==> src/rtl/raycast_pkg.sv <==
// Shared raycaster constants and the column scheduler state type.
package raycast_pkg;

    // Frame geometry: 160 columns x 0.375 deg = 60 deg field of view
    localparam int unsigned NUM_COLS       = 160;
    localparam int unsigned COL_W          = 8;
    localparam int unsigned HALF_FOV_DEG   = 30;
    localparam int unsigned RAY_STEP_MILLI = 375;

    // Pose and result field widths
    localparam int unsigned POS_W   = 13;
    localparam int unsigned ANG_W   = 10;
    localparam int unsigned SLICE_W = 7;

    // Watchdog defaults
    localparam int unsigned TIMEOUT = 1023;
    localparam int unsigned TO_W    = 10;

    typedef enum logic [2:0] {
        S_IDLE      = 3'd0,
        S_LATCH     = 3'd1,
        S_ISSUE     = 3'd2,
        S_WAIT_CALC = 3'd3,
        S_EMIT      = 3'd4,
        S_DONE      = 3'd5
    } sched_state_t;

endpackage

==> src/rtl/scheduler_watchdog.sv <==
// Per-column watchdog: counts wait cycles, flags expiry at TIMEOUT.
module scheduler_watchdog
    import raycast_pkg::*;
#(
    parameter int unsigned TIMEOUT = 1023,
    parameter int unsigned TO_W    = 10
) (
    input  logic clock,
    input  logic resetn,
    input  logic clear,
    input  logic enable,
    output logic expired
);

    localparam logic [TO_W-1:0] LIMIT = TO_W'(TIMEOUT);

    logic [TO_W-1:0] count;

    // Counter: clear wins, then saturating increment while enabled
    always_ff @(posedge clock or negedge resetn) begin
        if (!resetn) begin
            count <= '0;
        end else if (clear) begin
            count <= '0;
        end else if (enable && (count != LIMIT)) begin
            count <= count + 1'b1;
        end
    end

    // Expiry flag straight off the counter value
    always_comb begin
        expired = (count == LIMIT);
    end

endmodule

==> src/rtl/slice_column_scheduler.sv <==
// Frame sequencer for the per-column slice-size engine: snapshots pose,
// issues one calculation per column, hands each result to the renderer.
module slice_column_scheduler #(
    parameter int unsigned NUM_COLS = raycast_pkg::NUM_COLS,
    parameter int unsigned COL_W    = raycast_pkg::COL_W,
    parameter int unsigned TIMEOUT  = raycast_pkg::TIMEOUT,
    parameter int unsigned TO_W     = raycast_pkg::TO_W
) (
    input  logic                              clock,
    input  logic                              resetn,
    input  logic                              start_frame,
    input  logic [raycast_pkg::POS_W-1:0]     playerX_in,
    input  logic [raycast_pkg::POS_W-1:0]     playerY_in,
    input  logic [raycast_pkg::ANG_W-1:0]     angle_X_in,
    input  logic [raycast_pkg::ANG_W-1:0]     angle_Y_in,
    output logic [raycast_pkg::POS_W-1:0]     playerX,
    output logic [raycast_pkg::POS_W-1:0]     playerY,
    output logic [raycast_pkg::ANG_W-1:0]     angle_X,
    output logic [raycast_pkg::ANG_W-1:0]     angle_Y,
    output logic [COL_W-1:0]                  column_count,
    output logic                              begin_calc,
    input  logic                              end_calc,
    input  logic [raycast_pkg::SLICE_W-1:0]   slice_size,
    output logic                              col_valid,
    input  logic                              col_ready,
    output logic [COL_W-1:0]                  col_index,
    output logic [raycast_pkg::SLICE_W-1:0]   col_size,
    output logic                              busy,
    output logic                              frame_done,
    output logic                              timeout_err
);

    import raycast_pkg::*;

    localparam logic [COL_W-1:0] LAST_COL = COL_W'(NUM_COLS - 1);

    sched_state_t state;
    logic         wd_clear;
    logic         wd_enable;
    logic         wd_expired;

    // Watchdog is zeroed while a column is being issued and runs only while waiting
    always_comb begin
        wd_clear  = (state == S_ISSUE);
        wd_enable = (state == S_WAIT_CALC);
    end

    scheduler_watchdog #(
        .TIMEOUT (TIMEOUT),
        .TO_W    (TO_W)
    ) u_watchdog (
        .clock   (clock),
        .resetn  (resetn),
        .clear   (wd_clear),
        .enable  (wd_enable),
        .expired (wd_expired)
    );

    // Frame FSM; every output is registered and set on entry to the state that owns it
    always_ff @(posedge clock or negedge resetn) begin
        if (!resetn) begin
            state        <= S_IDLE;
            playerX      <= '0;
            playerY      <= '0;
            angle_X      <= '0;
            angle_Y      <= '0;
            column_count <= '0;
            begin_calc   <= 1'b0;
            col_valid    <= 1'b0;
            col_index    <= '0;
            col_size     <= '0;
            busy         <= 1'b0;
            frame_done   <= 1'b0;
            timeout_err  <= 1'b0;
        end else begin
            begin_calc <= 1'b0;
            frame_done <= 1'b0;
            case (state)
                S_IDLE: begin
                    if (start_frame) begin
                        busy        <= 1'b1;
                        timeout_err <= 1'b0;
                        state       <= S_LATCH;
                    end
                end
                S_LATCH: begin
                    playerX      <= playerX_in;
                    playerY      <= playerY_in;
                    angle_X      <= angle_X_in;
                    angle_Y      <= angle_Y_in;
                    column_count <= '0;
                    begin_calc   <= 1'b1;
                    state        <= S_ISSUE;
                end
                S_ISSUE: begin
                    state <= S_WAIT_CALC;
                end
                S_WAIT_CALC: begin
                    // A result arriving on the expiry cycle still counts as success
                    if (end_calc) begin
                        col_size  <= slice_size;
                        col_index <= column_count;
                        col_valid <= 1'b1;
                        state     <= S_EMIT;
                    end else if (wd_expired) begin
                        timeout_err <= 1'b1;
                        col_size    <= '0;
                        busy        <= 1'b0;
                        frame_done  <= 1'b1;
                        state       <= S_DONE;
                    end
                end
                S_EMIT: begin
                    if (col_ready) begin
                        col_valid <= 1'b0;
                        if (column_count == LAST_COL) begin
                            busy       <= 1'b0;
                            frame_done <= 1'b1;
                            state      <= S_DONE;
                        end else begin
                            column_count <= column_count + 1'b1;
                            begin_calc   <= 1'b1;
                            state        <= S_ISSUE;
                        end
                    end
                end
                S_DONE: begin
                    state <= S_IDLE;
                end
                default: begin
                    state <= S_IDLE;
                end
            endcase
        end
    end

endmodule

==> config.mk <==
export PLATFORM = sky130hd
export DESIGN_NAME = slice_column_scheduler
export DESIGN_NICKNAME = d
export VERILOG_FILES = /design/src/rtl/raycast_pkg.sv /design/src/rtl/scheduler_watchdog.sv /design/src/rtl/slice_column_scheduler.sv
export SDC_FILE = /design/constraint.sdc
export NUM_CORES = 1
export LEC_CHECK = 0
export CAP_MARGIN = 40
export CELL_PAD_IN_SITES_DETAIL_PLACEMENT = 1
export CELL_PAD_IN_SITES_GLOBAL_PLACEMENT = 1
export CORE_MARGIN = 5
export CORE_UTILIZATION = 35
export CTS_BUF_LIST = sky130_fd_sc_hd__clkbuf_4 sky130_fd_sc_hd__clkbuf_8 sky130_fd_sc_hd__clkbuf_16
export DETAILED_ROUTE_END_ITERATION = 12
export GPL_TIMING_DRIVEN = 0
export HOLD_SLACK_MARGIN = 0.08
export PLACE_DENSITY = 0.92
export REMOVE_ABC_BUFFERS = 1
export SETUP_SLACK_MARGIN = 0.4
export SKIP_LAST_GASP = 1
export SLEW_MARGIN = 30
export SYNTH_ARGS = -nofsm -noshare
export SYNTH_HDL_FRONTEND = slang
export SYNTH_HIERARCHICAL = 1
export SYNTH_SLANG_ARGS = --single-unit
==> constraint.sdc <==
create_clock -name clock -period 3.05 [get_ports clock]
set_input_delay 0.61 -clock clock [delete_from_list [all_inputs] [get_ports clock]]
set_output_delay 0.61 -clock clock [all_outputs]
set_load 0.01 [all_outputs]
# --- Yosys cells after proc, flatten, opt, wreduce, memory -nomap -nowiden ---
# Index checks and enable logic that the tools add are counted.
# Widths: inputs -> output; s select.
totals:
  ff_bits: 87
  out_inout_bits: 74
op_classes:
  n_eq_ne: 15
  n_mux: 34
  n_reduce_logical: 15
  add_sub_neg: 2
op_table:
  columns: ["operator", "count"]
  rows:
  - ["$mux 10", 2]
  - ["$mux 1", 16]
  - ["$mux 8", 2]
  - ["$pmux 8 s2", 1]
  - ["$mux 3", 5]
  - ["$pmux 3 s5", 1]
  - ["$mux 7", 2]
  - ["$ne 2x2->1 const B", 7]
  - ["$add 10x1->10 const B", 1]
  - ["$eq 10x10->1 const B", 1]
  - ["$ne 10x10->1 const B", 1]
  - ["$reduce_bool 2->1", 5]
  - ["$reduce_and 3->1", 3]
  - ["$add 8x1->8 const B", 1]
  - ["$eq 8x8->1 const B", 1]
  - ["$pmux 1 s2", 4]
  - ["$eq 3x2->1 const B", 2]
  - ["$reduce_and 6->1", 1]
  - ["$reduce_and 2->1", 2]
  - ["$reduce_and 4->1", 1]
  - ["$eq 3x1->1 const B", 1]
  - ["$eq 3x3->1 const B", 1]
  - ["$logic_not 3->1", 1]
  - ["$ne 3x3->1 const B", 1]
  - ["3 further kinds", 3]

# --- Longest topological paths before layout ---
# Gate-level depths: netlist of the first run.
depth:
  word_depth: 4
  depth_mapped: 7
  mapped_depth_nobuf: 7

# --- By module ---
# The synthesis of the first run kept the hierarchy.
by_module_without_submodules:
  columns: ["mod", "area_each_um2", "instances", "cells_per_inst"]
  rows:
  - ["slice_column_scheduler", 3129.3, 1, 315]
  - ["scheduler_watchdog", 540.5, 1, 57]

# --- Worst setup path before layout of the first run ---
# OpenSTA, ideal clock, no wires.
synth_path:
  kind: "register to register"
  start: "register state[2]"
  end: "register u_watchdog.count[7]"
  required_ns: 2.972
  path_stages_with_launch: 6
  slack_ns: 1.323
  setup_ns: 0.078
  t_arrival_ns: 1.649
  synth_period_minus_slack_ns: 1.727
  path_cell_list: "dfrtp_1 -> buf_2 -> nor2_1 -> o31ai_4 -> or4_1 -> a21oi_1"
synth_between:
  elab_chain_len: 3
synth_lines:
  columns: ["item", "line_no", "source"]
  rows:
  - ["start, declared", "slice_column_scheduler.sv:37", "sched_state_t state;"]
  - ["start signal, assigned", "slice_column_scheduler.sv:62", "state <= S_IDLE;"]
  - ["start signal, assigned", "slice_column_scheduler.sv:83", "state <= S_LATCH;"]
  - ["start signal, assigned", "slice_column_scheduler.sv:93", "state <= S_ISSUE;"]
  - ["$eq 3x2->1", "slice_column_scheduler.sv:45", "wd_enable = (state == S_WAIT_CALC);"]
  - ["via wd_enable", "slice_column_scheduler.sv:39", "logic wd_enable;"]
  - ["$logic_and 1x1->1", "scheduler_watchdog.sv:25", "end else if (enable && (count != LIMIT)) begin"]
  - ["$reduce_bool 2->1 (no line)", null, null]
  - ["end signal, assigned", "scheduler_watchdog.sv:26", "count <= count + 1'b1;"]
  - ["end, declared", "scheduler_watchdog.sv:17", "logic [TO_W-1:0] count;"]
# The timed path passes the listed nets, and every way through them passes these cells.
# A chain may end at the register's enable or synchronous reset.

# --- Final worst setup path of the first run ---
layout_path:
  start: "input end_calc"
  end: "register col_index[1]"
layout_between:
  elab_chain_len: 1
layout_lines:
  columns: ["item", "line_no", "source"]
  rows:
  - ["start, declared", "slice_column_scheduler.sv:22", "input logic end_calc,"]
  - ["$reduce_and 2->1 (no line)", null, null]
  - ["end signal, assigned", "slice_column_scheduler.sv:102", "col_index <= column_count;"]
  - ["end, declared", "slice_column_scheduler.sv:26", "output logic [COL_W-1:0] col_index,"]
# No other way between the ends.

==> impl_metrics.tcl, run 1 <==
set metrics [dict create \
    cts_root_buf "clkbuf_8" \
    rows 37 \
    cts_setup_buffers 0 \
    p_total_mw 4.792 \
    fmax_ghz 0.4649 \
    yosysUniqueCellTypes 47 \
    cts_max_level 3 \
    final_cells 639 \
    pwr-share-comb 0.428 \
    holdBufCountCts 0 \
    area_growth_pct 45.31 \
    clockBufferDepth 2 \
    p_sw_frac 0.3558 \
    overflow 0 \
    min_path_type "in -> async" \
    netlist.area_leader.share 0.5932 \
    clkSinkCount 87 \
    cp_slowest_stage_delay_ns 0.67 \
    vias_per_cell 4.914 \
    gp_congestion 0.7685 \
    clock_latency_ns 0.36 \
    cap_viol_max_count 0 \
    syn_area_um2 3670 \
    max-vdd-ir-drop_v 0.0004283 \
    ant_nets 0 \
    drt-total-wl_mm 10.52 \
    numCtsBuffers 9 \
    critPathLaunchType "input port" \
    path_class "in -> reg" \
    yosysSeqAreaShare 0.5932 \
    relSlewSlack 0.4888 \
    drt_iter0_markers 98 \
    dp_cells 624 \
    power.density_nw_per_um2 898.6 \
    use_met1 0.1962 \
    required_ns 3.29 \
    clock_skew_ns 0.01089 \
    pwr-share-seq 0.386 \
    fin_util 0.5189 \
    ctsResizeCount 0 \
    grt_pass1_wl_mm 17.48 \
    drv_slew 0 \
    post-route-period-util 0.7053 \
    crit_slowest_cell "nor3_4" \
    numPortBuffers 131 \
    rsz0062_at_grt "no" \
    p_sw_mw 1.705 \
    antenna_cells 0 \
    grt_pass1_vias 3431 \
    vias 3140 \
    grt_max_degree 53 \
    worstPathMaxFanout 16 \
    avgSynthCellArea_um2 9.865 \
    critPathTopFamily "buffers and inverters" \
    postSynthRegisterBits 87 \
    top_usage_layer "met2" \
    synth.largest_area_cell "dfrtp_1" \
    status "finished, final reports clean" \
    die_area_um2 12630 \
    clk_pin_slew_ns 0.08 \
    synth_warnings 6 \
    tightestPinTransition_ns 0.7643 \
    internal_power_mw 3.087 \
    yosys-top-cells-area "dfrtp_1 59%, nand2_1 15%, mux2_2 2.5%, nor2_1 1.7%, a22o_1 1.7%" \
    finalCriticalPeriod_ns 2.151 \
    cp_cell_sequence "clkdlybuf4s50_1 -> inv_1 -> nor3_4 -> mux2_2" \
    synthArstFlopShare 1.000 \
    routedWlPerCell_um 16.46 \
    synthCells 372 \
    setup_viol 0 \
    first_pass_iters 4 \
    synth_edf_count 0 \
    drcViolationCount 0 \
    synthTopCellsByCount "148 x nand2_1, 87 x dfrtp_1, 17 x nor2_1" \
    final_hold_viol_count 0 \
    dp_hpwl_mm 7.653 \
    top_level_ports 132 \
    grt_use_total 0.1724 \
    clkPwrFrac 0.186 \
    leakage_nw 2.449 \
    ys_dominant_reg_cell "dfrtp_1" \
    initial_core_util 0.3571 \
    grtUsageMet2 0.2968 \
    cts_tree "yes" \
    synth_most_common_cell "nand2_1" \
    die_h_um 112.4 \
    core_area_um2 10280 \
    cp_num_buf_inv 2 \
    die_w_um 112.4 \
    grt_use_met3 0.06469 \
    antenna_found_initial 0 \
    drive_gt1_frac 0.06958 \
    fin_nets 559 \
    endpoint_kind "register" \
    cp.arrival_ns 2.39 \
]
## path summary, 6_finish.rpt
check | startpoint | end | slack [ns] | depth (start not counted)
worst min register to register | angle_Y[3] | angle_Y[3] | 0.48 | 2
min in group clock | angle_Y[3] | angle_Y[3] | 0.48 | 2
max in group asynchronous | resetn | col_index[6] | 2.34 | 2
worst min-delay path | resetn | angle_X[8] | 0.15 | 1
worst max-delay path | end_calc | col_index[1] | 0.90 | 4
worst max register to register | state[0] | u_watchdog/count[7] | 0.93 | 5
## sequential cells by signal (all words and copies together) (netlist names), 3 cells and up
| signal | flops |
|---|---|
| col_size | 7 |
| playerY | 13 |
| angle_Y | 10 |
| col_index | 8 |
| u_watchdog/count | 10 |
| angle_X | 10 |
| column_count | 8 |
| playerX | 13 |
| state | 3 |
## per-stage QoR
stage	worst slack [ns]	hold WS [ns]	TNS, ns	cell area [µm²]
CTS	0.9042	0.1537	0	5333
global placement	-1.809	0.4576	-157.00	5047
global route	0.7833	0.1601	0	5333
finish	0.8988	0.1545	0	5333
floorplan	1.216	0.3144	0	3566
detailed placement	0.5191	0.4632	0	5117
## cell type report
class / instances / area, µm²
sequential: 87 / 2177
clock buffer: 11 / 145.1
inverter: 6 / 22.52
clock inverter: 4 / 70.07
timing repair buffer: 133 / 1368
tap: 136 / 170.2
multi-input combinational: 262 / 1380
fill: 1143 / 4945
## placed cells by master (no fill, tap or decap), types with 2 or more instances in the layout
| cell | synthesis | final |
|---|---|---|
| nor3_1 | 4 | 4 |
| o31ai_1 | 4 | 4 |
| o21ai_0 | 7 | 7 |
| clkdlybuf4s50_1 | 0 | 130 |
| mux2_2 | 8 | 8 |
| nand2_1 | 148 | 147 |
| clkbuf_8 | 0 | 10 |
| a21oi_1 | 7 | 7 |
| buf_16 | 0 | 2 |
| clkinv_2 | 0 | 2 |
| nand3_1 | 10 | 10 |
| mux2i_1 | 2 | 2 |
| nor2_1 | 17 | 17 |
| nand4bb_1 | 2 | 2 |
| dfrtp_1 | 87 | 87 |
| ha_1 | 2 | 2 |
| o211ai_1 | 3 | 3 |
| or4_1 | 3 | 3 |
| inv_1 | 6 | 6 |
| a22o_1 | 7 | 7 |
| or3_1 | 2 | 2 |
| bufinv_16 | 0 | 2 |
| nand4_1 | 2 | 2 |
| and3_1 | 3 | 3 |
| nor2b_1 | 3 | 3 |
| xor2_1 | 4 | 4 |
## routing by layer
metal  wire, µm  up-vias
li1           -     1483
met1       4172     1561
met2       5473       87
met3        752        9
met4        119        0
met5          0        -
## worst register-to-register path, stage by stage (launching register included)
cell and delay, ns:
dfrtp_1 0.59, nand2_2 0.15, nor2_1 0.39, o31ai_4 0.22
or4_1 0.52, a21oi_1 0.16
## cell families after synthesis
logic type,synth area share
buffers and inverters,0.03444
adders and majority gates,0.006818
DFF,0.5932
and+or+nand+nor,0.2400
AOI/OAI and AO/OA,0.08353
muxes,0.03000
xor gates and xnor gates,0.01193
## power groups by stage
stage / combinational, mW / sequential (mW) / clock, mW
2_1_floorplan: 0.724 / 2.00 / 0
6_report: 2.05 / 1.85 / 0.893
3_3_place_gp: 1.97 / 1.83 / 0
3_5_place_dp: 2.09 / 1.87 / 0
5_1_grt: 2.25 / 1.91 / 0.984
4_1_cts: 2.11 / 1.85 / 0.923
No activity file was read; power rests on OpenSTA's default activity.
==> inputs of run 2 (changes only) <==
--- a/config.mk
+++ b/config.mk
@@ -9,12 +9,12 @@
 export CELL_PAD_IN_SITES_DETAIL_PLACEMENT = 1
 export CELL_PAD_IN_SITES_GLOBAL_PLACEMENT = 1
 export CORE_MARGIN = 5
-export CORE_UTILIZATION = 35
+export CORE_UTILIZATION = 30
 export CTS_BUF_LIST = sky130_fd_sc_hd__clkbuf_4 sky130_fd_sc_hd__clkbuf_8 sky130_fd_sc_hd__clkbuf_16
 export DETAILED_ROUTE_END_ITERATION = 12
 export GPL_TIMING_DRIVEN = 0
 export HOLD_SLACK_MARGIN = 0.08
-export PLACE_DENSITY = 0.92
+export PLACE_DENSITY = 0.84
 export REMOVE_ABC_BUFFERS = 1
 export SETUP_SLACK_MARGIN = 0.4
 export SKIP_LAST_GASP = 1
==> constraint.sdc (replaced) <==
create_clock -name clock -period 1.9 [get_ports clock]
set_input_delay 0.38 -clock clock [delete_from_list [all_inputs] [get_ports clock]]
set_output_delay 0.38 -clock clock [all_outputs]
set_load 0.01 [all_outputs]
==> impl_metrics.tcl, run 2 (synthesis results as in run 1) <==
set metrics [dict create \
    placed_cell_area_um2 5124 \
    crit_slowest_cell "dfrtp_2" \
    die_w_um 120.6 \
    drv_slew 0 \
    drive_gt1_frac 0.2272 \
    relSlewSlack 0.6408 \
    rsz0062_at_grt "yes" \
    grt_pass1_vias 3697 \
    overflow 0 \
    area_growth_pct 68.29 \
    power.density_nw_per_um2 1379 \
    drt_iter0_markers 178 \
    ant_nets 0 \
    min_path_type "reg -> reg" \
    dp_hpwl_mm 7.508 \
    clock_skew_ns 0.01209 \
    finalCriticalPeriod_ns 1.750 \
    max-vdd-ir-drop_v 0.0006929 \
    antenna_cells 0 \
    clock_latency_ns 0.34 \
    grt_use_total 0.1705 \
    antenna_found_initial 0 \
    fmax_ghz 0.5714 \
    numCtsBuffers 9 \
    routedWlPerCell_um 19.21 \
    r2r_setup_slack_ns 0.15 \
    required_ns 2.17 \
    cts_root_buf "clkbuf_16" \
    clk_pin_slew_ns 0.07 \
    post-route-period-util 0.9211 \
    grt_pass1_wl_mm 19.62 \
    worstPathMaxFanout 4 \
    drt-total-wl_mm 13.57 \
    dp_cells 635 \
    critPathLaunchType "register" \
    rows 40 \
    gp_congestion 0.7686 \
    tightestPinTransition_ns 0.5382 \
    cap_viol_max_count 0 \
    cp_cell_sequence "ha_4 -> nand3_4 -> nor3_4 -> and3_4 -> a21oi_2 -> nor3_1 -> a2bb2oi_1" \
    layout_commonest_cell "nand2_1" \
    critPathTopFamily "simple AND/OR/NAND/NOR gates" \
    vias_per_cell 4.965 \
    die_h_um 120.6 \
    cp_slowest_stage_delay_ns 0.42 \
    path_class "reg -> reg" \
    setup_viol 0 \
    drcViolationCount 0 \
    initial_core_util 0.3055 \
    endpoint_kind "register" \
    clkSinkCount 87 \
    status "finished, final reports clean" \
    die_area_um2 14540 \
    vias 3505 \
    clockBufferDepth 2 \
    final_hold_viol_count 0 \
    cts_max_level 3 \
    cp.arrival_ns 2.02 \
    cp_num_buf_inv 0 \
    grt_max_degree 52 \
    first_pass_iters 4 \
    numPortBuffers 131 \
    layout_common_cells "146 x nand2_1, 79 x dfrtp_1, 75 x dlygate4sd2_1" \
    cts_tree "yes" \
    leakage_nw 3.073 \
    final_area_um2 6176 \
    fin_nets 614 \
    top_regs "playerX (13), playerY (13)" \
    fin_util 0.5142 \
    top_level_ports 132 \
    core_area_um2 12010 \
    final_cells 706 \
]
## run 2: cell count changes in the layout (fill, tap and decap cells not counted), sizes merged, moves of 2 or more
cell           delta
buf              +51
bufinv            -2
clkdlybuf4s50    -76
clkinvlp          +3
dlygate4sd2      +75
## run 2: final timing paths
kind / start / endpoint / cells past startpoint
setup / recovery: u_watchdog/count[1] / timeout_err / 7
hold / removal: angle_Y[5] / angle_Y[5] / 2
setup reg to reg: u_watchdog/count[1] / timeout_err / 7
hold reg to reg: angle_Y[5] / angle_Y[5] / 2
max in group asynchronous: resetn / column_count[7] / 3
min in group asynchronous: resetn / angle_X[9] / 2
## run 2: area by class of cell
cell class / count / area (µm²)
clock buffers: 10 / 239.0
fillers: 1331 / 5836
well taps: 147 / 183.9
multi-input cells: 264 / 1718
flip-flops and latches: 87 / 2187
clock inverters: 6 / 45.04
repair buffers: 186 / 1778
inverters: 6 / 25.02
## run 2: timing repair
item,in CTS,in global routing
pin swaps,10,17
buffers inserted,25,26
resized for setup,111,46
cloned,2,1
setup endpoints to repair,161,82
hold buffers,1,0
hold endpoints to repair,36,0
## run 2: layer usage
layer | up-vias | GRT usage | routed length, µm
met5 | - | 0 | 0
met2 | 121 | 0.2927 | 6935
li1 | 1597 | - | -
met3 | 28 | 0.06221 | 1042
met4 | 0 | 0.06303 | 312
met1 | 1759 | 0.1941 | 5275
## run 2: per-stage QoR
stage	TNS, ns	power (mW)	hold slack, ns	worst slack (ns)
after floorplan	0	4.378	0.08441	0.06601
after global placement	-272.92	6.116	0.4581	-2.795
after detailed placement	-4.944	6.335	0.3085	-0.3903
after CTS	0	8.061	0.4771	0.2704
after global routing	0	9.077	0.4981	0.09163
final	0	8.518	0.4735	0.1500
## run 2: tightest hold or removal path, cell delays in order, from the launching register on
cell and delay, ns:
dfrtp_1 0.34, nand2_1 0.05, nand2_1 0.06
## run 2: report_power, final
part,internal (mW),total (mW),switching (mW)
registers,2.53,2.93,0.406
logic,1.80,3.89,2.08
clock network,0.927,1.70,0.774
total,5.25,8.52,3.26
